`config.mk`:
```
export PLATFORM = sky130hd
export DESIGN_NAME = rsa_job_ctrl
export DESIGN_NICKNAME = d
export VERILOG_FILES = /design/src/rtl/rsa_job_ctrl.sv
export SDC_FILE = /design/constraint.sdc
export NUM_CORES = 1
export LEC_CHECK = 0
export CAP_MARGIN = 25
export CORE_UTILIZATION = 50
export CTS_BUF_LIST = sky130_fd_sc_hd__clkbuf_16
export DETAILED_ROUTE_END_ITERATION = 10
export PLACE_DENSITY = 0.74
export SYNTH_ARGS = -nofsm -noshare
export SYNTH_HDL_FRONTEND = slang
export SYNTH_SLANG_ARGS = --single-unit
```
`constraint.sdc`:
```
create_clock -name clk -period 2.71 [get_ports clk]
set_input_delay 0.813 -clock clk [delete_from_list [all_inputs] [get_ports clk]]
set_output_delay 0.813 -clock clk [all_outputs]
set_load 0.01 [all_outputs]
```
`src/rtl/rsa_job_ctrl.sv`:
```
// rsa_job_ctrl
// ----------------------------------------------------------------------------
// Batch sequencer in front of the RSA Avalon engine. The host programs a job
// count and writes GO. For each job this block writes 8'h01 to the engine's
// flag slave and then polls the flag until bit0 (busy) reads 0. It reports
// progress, completion and timeout through a small register file.
//
// Optional feature macro: RSA_JOB_CTRL_IRQ_EN
//   defined   : CTRL[2] is IRQ_EN (rw), irq = registered IRQ_EN & (DONE | TMO)
//   undefined : irq tied 0, CTRL[2] reads 0 and ignores writes
//
// Host register map (word address):
//   0 CTRL  [0] GO (w1, self-clear)  [1] ABORT (w1, self-clear)  [2] IRQ_EN
//   1 JOBS  [CNT_W-1:0] jobs per batch (latched at GO)
//   2 STAT  [0] BUSY ro  [1] DONE w1c  [2] TMO w1c  [31:16] done_cnt ro
//   3 TMO   [TMO_W-1:0] per-job timeout in cycles, 0 disables (latched at GO)
//
// Ports:
//   clk, reset          clock, synchronous active-low reset
//   avs_h_*             host Avalon-MM slave, zero-latency reads, no stalls
//   avm_f_*             flag slave master port
//   irq                 level interrupt
//   dbg_state           current FSM state encoding, for observation only
//
// Master handshake: a request (avm_f_read or avm_f_write) is held with stable
// address/data while avm_f_waitrequest is 1. It is accepted in the cycle where
// the request is high and avm_f_waitrequest is 0; read data is valid in that
// same cycle. Read and write are never asserted together.
// ----------------------------------------------------------------------------
module rsa_job_ctrl #(
    parameter int CNT_W    = 16,
    parameter int TMO_W    = 24,
    parameter int POLL_GAP = 16
) (
    input  logic        clk,
    input  logic        reset,
    input  logic [1:0]  avs_h_address,
    input  logic        avs_h_read,
    input  logic        avs_h_write,
    input  logic [31:0] avs_h_writedata,
    output logic [31:0] avs_h_readdata,
    output logic        avs_h_waitrequest,
    output logic        avm_f_address,
    output logic        avm_f_read,
    output logic        avm_f_write,
    output logic [7:0]  avm_f_writedata,
    input  logic [7:0]  avm_f_readdata,
    input  logic        avm_f_waitrequest,
    output logic        irq,
    output logic [2:0]  dbg_state
);

    typedef enum logic [2:0] {
        ST_IDLE = 3'd0,
        ST_KICK = 3'd1,
        ST_GAP  = 3'd2,
        ST_POLL = 3'd3,
        ST_NEXT = 3'd4
    } state_t;

    localparam int GAP_W = (POLL_GAP > 1) ? $clog2(POLL_GAP) : 1;
    localparam logic [GAP_W-1:0] GAP_RELOAD = GAP_W'(POLL_GAP - 1);

    state_t             state, state_n;
    logic [GAP_W-1:0]   gap_cnt, gap_n;
    logic [TMO_W-1:0]   tmo_cnt, tmo_n;
    logic [CNT_W-1:0]   done_cnt, done_cnt_n;
    logic [CNT_W-1:0]   done_inc;
    logic [CNT_W-1:0]   jobs_reg, jobs_lat;
    logic [TMO_W-1:0]   tmo_reg, tmo_lat;
    logic               done_flag, tmo_flag;
    logic               done_set, tmo_set;
    logic               abort_req;
    logic               irq_en_bit;

    logic wr_ctrl, wr_jobs, wr_stat, wr_tmo;
    logic go, abort_now, idle, start, empty_go, abort, tmo_hit;

    assign wr_ctrl   = avs_h_write && (avs_h_address == 2'd0);
    assign wr_jobs   = avs_h_write && (avs_h_address == 2'd1);
    assign wr_stat   = avs_h_write && (avs_h_address == 2'd2);
    assign wr_tmo    = avs_h_write && (avs_h_address == 2'd3);
    assign go        = wr_ctrl && avs_h_writedata[0];
    assign abort_now = wr_ctrl && avs_h_writedata[1];

    assign idle      = (state == ST_IDLE);
    assign start     = go && idle && (jobs_reg != '0);
    assign empty_go  = go && idle && (jobs_reg == '0);
    // An abort written this cycle acts immediately; one written while a
    // transfer is stalled is remembered until the FSM reaches IDLE.
    assign abort     = (abort_req || abort_now) && !idle;
    assign tmo_hit   = (tmo_lat != '0) && (tmo_cnt >= tmo_lat);
    assign done_inc  = done_cnt + 1'b1;

    always_comb begin
        state_n         = state;
        gap_n           = gap_cnt;
        tmo_n           = tmo_cnt;
        done_cnt_n      = done_cnt;
        done_set        = 1'b0;
        tmo_set         = 1'b0;
        avm_f_read      = 1'b0;
        avm_f_write     = 1'b0;
        avm_f_writedata = 8'h00;
        case (state)
            ST_IDLE: begin
                if (start) begin
                    state_n    = ST_KICK;
                    done_cnt_n = '0;
                    tmo_n      = '0;
                end else if (empty_go) begin
                    done_set   = 1'b1;
                    done_cnt_n = '0;
                end
            end
            ST_KICK: begin
                avm_f_write     = 1'b1;
                avm_f_writedata = 8'h01;
                if (!avm_f_waitrequest) begin
                    tmo_n   = '0;
                    gap_n   = GAP_RELOAD;
                    state_n = abort ? ST_IDLE : ST_GAP;
                end
            end
            ST_GAP: begin
                // Counter stops once the limit is reached so it cannot wrap.
                if (!tmo_hit) tmo_n = tmo_cnt + 1'b1;
                if (abort) begin
                    state_n = ST_IDLE;
                end else if (tmo_hit) begin
                    tmo_set = 1'b1;
                    state_n = ST_IDLE;
                end else if (gap_cnt == '0) begin
                    state_n = ST_POLL;
                end else begin
                    gap_n = gap_cnt - 1'b1;
                end
            end
            ST_POLL: begin
                avm_f_read = 1'b1;
                if (!tmo_hit) tmo_n = tmo_cnt + 1'b1;
                // Abort and timeout are only honoured once the read is accepted.
                if (!avm_f_waitrequest) begin
                    if (abort) begin
                        state_n = ST_IDLE;
                    end else if (!avm_f_readdata[0]) begin
                        state_n = ST_NEXT;
                    end else if (tmo_hit) begin
                        tmo_set = 1'b1;
                        state_n = ST_IDLE;
                    end else begin
                        gap_n   = GAP_RELOAD;
                        state_n = ST_GAP;
                    end
                end
            end
            ST_NEXT: begin
                done_cnt_n = done_inc;
                if (abort) begin
                    state_n = ST_IDLE;
                end else if (done_inc == jobs_lat) begin
                    done_set = 1'b1;
                    state_n  = ST_IDLE;
                end else begin
                    state_n = ST_KICK;
                end
            end
            default: state_n = ST_IDLE;
        endcase
    end

    always_ff @(posedge clk) begin
        if (!reset) begin
            state     <= ST_IDLE;
            gap_cnt   <= '0;
            tmo_cnt   <= '0;
            done_cnt  <= '0;
            jobs_reg  <= '0;
            jobs_lat  <= '0;
            tmo_reg   <= '0;
            tmo_lat   <= '0;
            done_flag <= 1'b0;
            tmo_flag  <= 1'b0;
            abort_req <= 1'b0;
        end else begin
            state    <= state_n;
            gap_cnt  <= gap_n;
            tmo_cnt  <= tmo_n;
            done_cnt <= done_cnt_n;
            if (start) begin
                jobs_lat <= jobs_reg;
                tmo_lat  <= tmo_reg;
            end
            if (wr_jobs) jobs_reg <= avs_h_writedata[CNT_W-1:0];
            if (wr_tmo)  tmo_reg  <= avs_h_writedata[TMO_W-1:0];
            // Hardware set beats a same-cycle host clear.
            done_flag <= done_set | (done_flag & ~(wr_stat & avs_h_writedata[1]));
            tmo_flag  <= tmo_set  | (tmo_flag  & ~(wr_stat & avs_h_writedata[2]));
            if (state_n == ST_IDLE) abort_req <= 1'b0;
            else if (abort_now && !idle) abort_req <= 1'b1;
        end
    end

`ifdef RSA_JOB_CTRL_IRQ_EN
    logic irq_en_q, irq_q;
    always_ff @(posedge clk) begin
        if (!reset) begin
            irq_en_q <= 1'b0;
            irq_q    <= 1'b0;
        end else begin
            if (wr_ctrl) irq_en_q <= avs_h_writedata[2];
            irq_q <= irq_en_q & (done_flag | tmo_flag);
        end
    end
    assign irq_en_bit = irq_en_q;
    assign irq        = irq_q;
`else
    assign irq_en_bit = 1'b0;
    assign irq        = 1'b0;
`endif

    always_comb begin
        avs_h_readdata = 32'h0;
        case (avs_h_address)
            2'd0: avs_h_readdata = {29'h0, irq_en_bit, 2'b00};
            2'd1: avs_h_readdata = 32'(jobs_reg);
            2'd2: avs_h_readdata = {16'(done_cnt), 13'h0, tmo_flag, done_flag, !idle};
            2'd3: avs_h_readdata = 32'(tmo_reg);
            default: avs_h_readdata = 32'h0;
        endcase
    end

    assign avs_h_waitrequest = 1'b0;
    assign avm_f_address     = 1'b0;
    assign dbg_state         = state;

    // Reads have no side effects and only bit0 of the flag matters.
    logic unused_ok;
    assign unused_ok = ^{avs_h_read, avs_h_writedata, avm_f_readdata[7:1]};

endmodule

```
==> metrics.log, run 1 <==
[metrics] result of the run: finished, final reports clean
[metrics] via count of the first global-routing pass: 6319
[metrics] maximum ir drop on the vdd rail: 0.3913 mV
[metrics] warning count from the yosys run: 0
[metrics] Iteration-0 DRC Markers: 463
[metrics] overall routed net length: 19480 µm
[metrics] later-pin clock latency in the skew report: 430 ps
[metrics] area inside the core boundary: 13880 µm²
[metrics] area added between synthesis and finish: 24.97%
[metrics] TritonCTS clock tree: built
[metrics] number of distinct library cells after synthesis: 65
[metrics] share of flip-flops with an asynchronous set or reset: 0
[metrics] maximum net fanout on the critical path: 6
[metrics] Mean Syn Cell Area: 7.542 µm²
[metrics] multiplexer share of the synthesized area: 0.03683
[metrics] minimum clock period after layout: 2699 ps
[metrics] ordered cell list for the critical path: buf_4 -> buf_6 -> buf_4 -> buf_4 -> a22o_1 -> dlygate4sd2_1
[metrics] share of final-layout standard cells stronger than drive strength 1: 0.1395
[metrics] slowest CP cell: dlygate4sd2_1
[metrics] met2 track utilization from global routing: 0.4379
[metrics] die footprint: 14750 µm²
[metrics] Inserted Diodes: 0
[metrics] most frequent cells in the layout: nand2_1, a21oi_1, dfxtp_1, buf_4
[metrics] nature of the critical path startpoint: primary input
[metrics] largest net degree at the start of global routing: 99
[metrics] hpwl dp: 13490 µm
[metrics] RSZ-0062 raised after global routing: yes
[metrics] Crit path top cell by count: buf_4
[metrics] total number of placement rows: 43
[metrics] Remaining Overflow, GRT: 0
[metrics] via count: 6979
[metrics] dpl cells: 1191
[metrics] RD Place Congestion: 0.8789
[metrics] crit share post-route: 0.9958
[metrics] leakage power: 3.372 nW
[metrics] number of nets still failing antenna checks after routing: 0
[metrics] main combinational cell family by area after synthesis: simple AND/OR/NAND/NOR gates
[metrics] number of standard cells after synthesis: 946
[metrics] type of element capturing the critical path: output pin
[metrics] Adder-Cell Fraction of Synth Area: 0.04735
[metrics] number of synthesized flops with an enable pin: 0
[metrics] final sum of negative setup slack: 0 ps
[metrics] detailed-route wire length per cell: 15.78 µm
[metrics] starting utilization of the core area: 0.5140
[metrics] area share of the largest cell type after synthesis: 0.3648
[metrics] cell family with the largest share of critical-path delay: buffers and inverters
[metrics] top flip-flop cell by instance count after synthesis: dfxtp_1
[metrics] antenna violations before repair: 0
[metrics] total area of multi-input combinational cells: 4197 µm²
[metrics] Min-Delay Path Class: reg -> reg
[metrics] post-route DRC violation count: 0
[metrics] maximum level of the CTS H-tree: 4
[metrics] Cell Count, Final, Fillers Out: 1234
[metrics] instance area at placement: 8274 µm²
[metrics] hold buffer count at cts: 0
[metrics] Worst Setup Path Type: in -> out
[metrics] post-DR vias/cell: 5.656
[metrics] post-synthesis sequential element count: 130
[metrics] height of the die: 121.5 µm
[metrics] Arr. time, crit path: 1890 ps
[metrics] total CTS buffers: 17
[metrics] largest area contributor in the synthesized netlist: dfxtp_1
[metrics] endpoints failing setup: 0
[metrics] maximum number of buffers from clock root to sink: 2
[metrics] max-capacitance violation count: 0
[metrics] Power, Total: 4.485 mW
[metrics] Finished Cell Area: 8916 µm²
[metrics] clock sink count: 130
[metrics] count of final max-slew check failures: 0
[metrics] First-pass DRT Iterations: 6
[metrics] most heavily used metal layer in global routing: met2
[metrics] Buf/Inv on CP: 5
[metrics] compound-gate portion of the synthesized area: 0.1803
[metrics] leading post-synthesis cells by cell area: dfxtp_1, nand2_1, a21oi_1
[metrics] # IOs: 95
[metrics] met3 track demand over resource: 0.06015
[metrics] Root Driver: clkbuf_16
[metrics] Peak Freq: 370.5 MHz
[metrics] xor and xnor area share after synthesis: 0.02578
[metrics] met1 Use GR: 0.3497
[metrics] delay contributed by the slowest stage of the critical path: 290 ps
[metrics] overall track demand over capacity in global routing: 0.2758
[metrics] commonest non-fill, non-tap cell in the layout: nand2_1
[metrics] fillers: 1215
[metrics] hold violation total from the final report: 0
[metrics] Clk pin slew, worst setup/hold paths: 60 ps
[metrics] Post-Syn Area: 7134 µm²
[metrics] sequential share of the synthesized area: 0.3648
[metrics] count of port buffers added during placement: 68
[metrics] Required @ worst endpoint: 1900 ps
[metrics] Sequential cell area: 2604 µm²
[metrics] Pwr per Cell Area: 503.1 nW/µm²
[metrics] layout net count: 1115
[metrics] measured slew at the worst slew-check pin: 606.3 ps
[metrics] floorplan die width: 121.5 µm
[metrics] clk_skew: 9.134 ps
[metrics] Worst slew margin: 0.5948
[metrics] Simple-Gate Fraction of Synth Area: 0.2811
[metrics] wire length of the first global-routing pass: 31440 µm
## power breakdown
part / total, mW / internal [mW] / switching, mW
clock: 2.14 / 1.25 / 0.894
sequential: 1.96 / 1.94 / 0.0270
combinational: 0.379 / 0.176 / 0.203
total: 4.49 / 3.36 / 1.12
## cells in the mapped netlist (all sizes together), types with 2 or more instances
cell    count
o22ai       2
xnor2      14
a22o        4
mux2i      24
and2       13
o31ai      13
o41ai       3
dfxtp     130
and4        3
nor2b      28
nand3b      4
nor3       17
nor4       18
buf        21
o21ai      36
ha         27
inv        35
a211oi      5
or4        13
nand2b      7
nand2     214
xor2        7
nor2       35
a21oi     133
a41o        2
nand3      18
o21a        2
or3b        2
mux2        2
nand4      16
a31oi       6
clkbuf     50
and3        6
a22oi       4
or3        12
a21o        3
## worst min-delay path: stages (launching register included)
cell and delay [ps]:
dfxtp_1 320, nand2_1 60, a21oi_1 50
## metal layers
| layer | share of wire | wire length, µm |
|---|---|---|
| met2 | 0.47 | 9173 |
| met4 | 0.036 | 695 |
| met5 | 0 | 0 |
| met1 | 0.44 | 8627 |
| met3 | 0.050 | 981 |
## per-stage QoR
stage	util	hold slack (ps)	worst slack, ps
after floorplan	-	441.6	44.13
after global placement	0.5961	458.7	-610.9
after detailed placement	0.5961	463.4	-634.1
after CTS	0.6391	471.0	9.100
after global routing	0.6423	490.1	-29.94
final	0.6423	471.1	11.28
## path summary, 6_finish.rpt
| kind | endpoint | slack (ps) | start | depth (start not counted) |
|---|---|---|---|---|
| worst min-delay path | tmo_lat[2] | 470 | tmo_lat[2] | 2 |
| worst max-delay path | avs_h_readdata[0] | 10 | avs_h_address[1] | 6 |
| worst max register to register | tmo_cnt[20] | 120 | tmo_lat[2] | 10 |
| worst min register to register | tmo_lat[2] | 470 | tmo_lat[2] | 2 |
## cell families (layout without fill, tap and decap cells)
group | count (synthesis) | in the layout
AND/OR/NAND/NOR | 409 | 409
AO/OA/AOI/OAI | 225 | 225
flip-flops | 130 | 130
buffers and inverters | 107 | 206
adder cells (fa/ha/maj) | 27 | 27
multiplexers | 26 | 26
XOR/XNOR | 21 | 21
other | 1 | 10
## timing repair
item | CTS | global route
gates cloned | 2 | 0
pin swaps | 0 | 2
buffers inserted | 6 | 3
gates resized for setup | 81 | 26
setup endpoints to repair | 47 | 39
## cell type report
class	count	share of cell area
repair buffers	138	0.1356
multi-input cells	718	0.4707
clock inverters	15	0.01361
clock buffers	17	0.04771
inverters	36	0.01516
well taps	180	0.02526
flip-flops and latches	130	0.2920
Note: power is estimated with default switching activity, not from simulation.
==> run 2: changes to the inputs <==
- CORE_MARGIN: not set -> 3
- GPL_ROUTABILITY_DRIVEN: not set -> 0
==> run 2 against run 1 <==
Critical path depth increased by 1. Combinational power about the same. Sequential power about the same. Total power increased by 1.8%. Sequential share of layout area decreased by 0.22 points. Critical path type unchanged. Critical endpoint is now avs_h_readdata[29]. Largest cell class unchanged.
==> metrics.log, run 2 (synthesized netlist as in run 1, its figures left out) <==
[metrics] Root Driver: clkbuf_16
[metrics] Final Hold Slack: 468.3 ps (-2.745 ps)
[metrics] clock sink count: 130 (unchanged)
[metrics] instance area at placement: 8342 µm² (+0.82%)
[metrics] later-pin clock latency in the skew report: 430 ps (about the same)
[metrics] TritonCTS clock tree: built
[metrics] floorplan die width: 125.5 µm (+3.3%)
[metrics] wire length of the first global-routing pass: 32500 µm (+3.4%)
[metrics] crit share post-route: 0.9870 (-0.008801)
[metrics] worst setup slack after layout: 35.13 ps (+23.85 ps)
[metrics] post-DR vias/cell: 5.739 (+1.5%)
[metrics] Arr. time, crit path: 1860 ps (-30 ps)
[metrics] maximum ir drop on the vdd rail: 0.4843 mV (+24%)
[metrics] Iteration-0 DRC Markers: 679 (+47%)
[metrics] count of final max-slew check failures: 0 (unchanged)
[metrics] Worst slew margin: 0.6146 (+0.01977)
[metrics] endpoints failing setup: 0 (unchanged)
[metrics] Pwr per Cell Area: 508.6 nW/µm² (+1.1%)
[metrics] largest net degree at the start of global routing: 42 (-58%)
[metrics] via count: 7070 (+1.3%)
[metrics] maximum level of the CTS H-tree: 4 (unchanged)
[metrics] Clk pin slew, worst setup/hold paths: 60 ps (about the same)
[metrics] via count of the first global-routing pass: 6517 (+3.1%)
[metrics] most frequent cells in the layout: nand2_1, a21oi_1, dfxtp_1, buf_4, nor2_1
[metrics] First-pass DRT Iterations: 5 (-1)
[metrics] type of element capturing the critical path: output pin
[metrics] nature of the critical path startpoint: primary input
[metrics] height of the die: 125.5 µm (+3.3%)
[metrics] Peak Freq: 373.8 MHz (+0.89%)
[metrics] Finished Cell Area: 8982 µm² (+0.74%)
[metrics] maximum net fanout on the critical path: 6 (unchanged)
[metrics] count of port buffers added during placement: 68 (unchanged)
[metrics] share of final-layout standard cells stronger than drive strength 1: 0.1264 (-0.01304)
[metrics] Min-Delay Path Class: reg -> reg
[metrics] area inside the core boundary: 13930 µm² (+0.39%)
[metrics] overall track demand over capacity in global routing: 0.2513 (-0.02446)
[metrics] die footprint: 15740 µm² (+6.7%)
[metrics] starting utilization of the core area: 0.5120 (-0.001984)
[metrics] final sum of negative setup slack: 0 ps (unchanged)
[metrics] RSZ-0062 raised after global routing: yes
[metrics] hpwl dp: 14000 µm (+3.8%)
[metrics] minimum clock period after layout: 2675 ps (-23.85 ps)
[metrics] overall routed net length: 19970 µm (+2.5%)
[metrics] total number of placement rows: 43 (unchanged)
[metrics] Required @ worst endpoint: 1900 ps (about the same)
[metrics] # IOs: 95 (unchanged)
[metrics] post-route DRC violation count: 0 (unchanged)
[metrics] total CTS buffers: 17 (unchanged)
[metrics] maximum number of buffers from clock root to sink: 2 (unchanged)
[metrics] antenna violations before repair: 0 (unchanged)
[metrics] layout net count: 1113 (-0.18%)
[metrics] post-placement worst setup slack: -678.4 ps (-44.21 ps)
[metrics] fillers: 1183 (-2.6%)
[metrics] detailed-route wire length per cell: 16.21 µm (+2.7%)
[metrics] commonest non-fill, non-tap cell in the layout: nand2_1
[metrics] Power, Total: 4.568 mW (+1.8%)
[metrics] result of the run: finished, final reports clean
[metrics] hold violation total from the final report: 0 (unchanged)
[metrics] area added between synthesis and finish: 25.90%
[metrics] max-capacitance violation count: 0 (unchanged)
[metrics] Worst Setup Path Type: in -> out
[metrics] hold buffer count at cts: 0 (unchanged)
[metrics] clk_skew: 7.710 ps (-1.424 ps)
[metrics] number of nets still failing antenna checks after routing: 0 (unchanged)
[metrics] leakage power: 3.447 nW (+2.2%)
[metrics] Remaining Overflow, GRT: 0 (unchanged)
[metrics] Inserted Diodes: 0 (unchanged)
[metrics] measured slew at the worst slew-check pin: 576.7 ps (-29.59 ps)
-- run 2: cell types whose count changed in the layout (fill, tap and decap cells not counted), moves of 2 or more --
cell,change
clkinv_1,+2
buf_12,+4
clkinvlp_4,-3
dlygate4sd2_1,+4
clkdlybuf4s15_1,+3
buf_4,-4
mux2i_1,+2
dlymetal6s2s_1,+3
buf_2,-4
clkbuf_2,-5
-- run 2: critical path, cell delays in order --
cell and delay [ps]:
buf_2 130, buf_6 140, buf_4 150, nor2b_1 100, buf_4 150, and2_1 120
dlygate4sd2_1 260
-- run 2: what timing repair did --
action	4_1_cts	5_1_grt
setup buffers	3	1
gates cloned	1	0
gates resized for setup	70	19
pin swaps	0	3
endpoints found under the setup margin	48	23
-- run 2: power breakdown --
part           leakage, nW  switching (mW)  internal, mW
Combinational         2.12           0.206         0.175
Clock                0.279           0.884          1.34
Sequential            1.05          0.0248          1.94
Total                 3.45            1.11          3.45
-- run 2: worst paths after layout --
check                   start            endpoint  slack [ps]  depth (start not counted)
max          avs_h_address[0]  avs_h_readdata[29]          40                          7
min              jobs_lat[12]        jobs_lat[12]         470                          2
max reg2reg       tmo_cnt[21]         tmo_cnt[13]          90                          9
min reg2reg      jobs_lat[12]        jobs_lat[12]         470                          2
-- run 2: per-layer routing --
layer / track usage / vias up / routed length, µm
met3: 0.04400 / 44 / 1183
met2: 0.4213 / 264 / 9479
met5: 0 / - / 0
met1: 0.3225 / 3297 / 8772
li1: - / 3465 / -
met4: 0.09694 / 0 / 537
-- run 2: metrics by stage --
step           std cells    util
6_report            1232  0.6446
3_5_place_dp        1195  0.5986
2_1_floorplan        955       -
5_1_grt             1232  0.6446
4_1_cts             1231  0.6407
3_3_place_gp        1195  0.5986
-- run 2: area by class of cell --
type,instances,area [µm²],area share
clock buffer,17,425.4,0.04736
clock inverter,15,141.4,0.01574
inverter,36,135.1,0.01504
multi-input combinational,718,4184,0.4658
sequential,130,2604,0.2899
tap,180,225.2,0.02507
timing repair buffer,136,1267,0.1411
==> run 3: changes to the inputs <==
- CTS_CLUSTER_SIZE: not set -> 12
==> results of run 3 <==
Same layout as run 2: the final DEF is identical, and so are final timing and power.
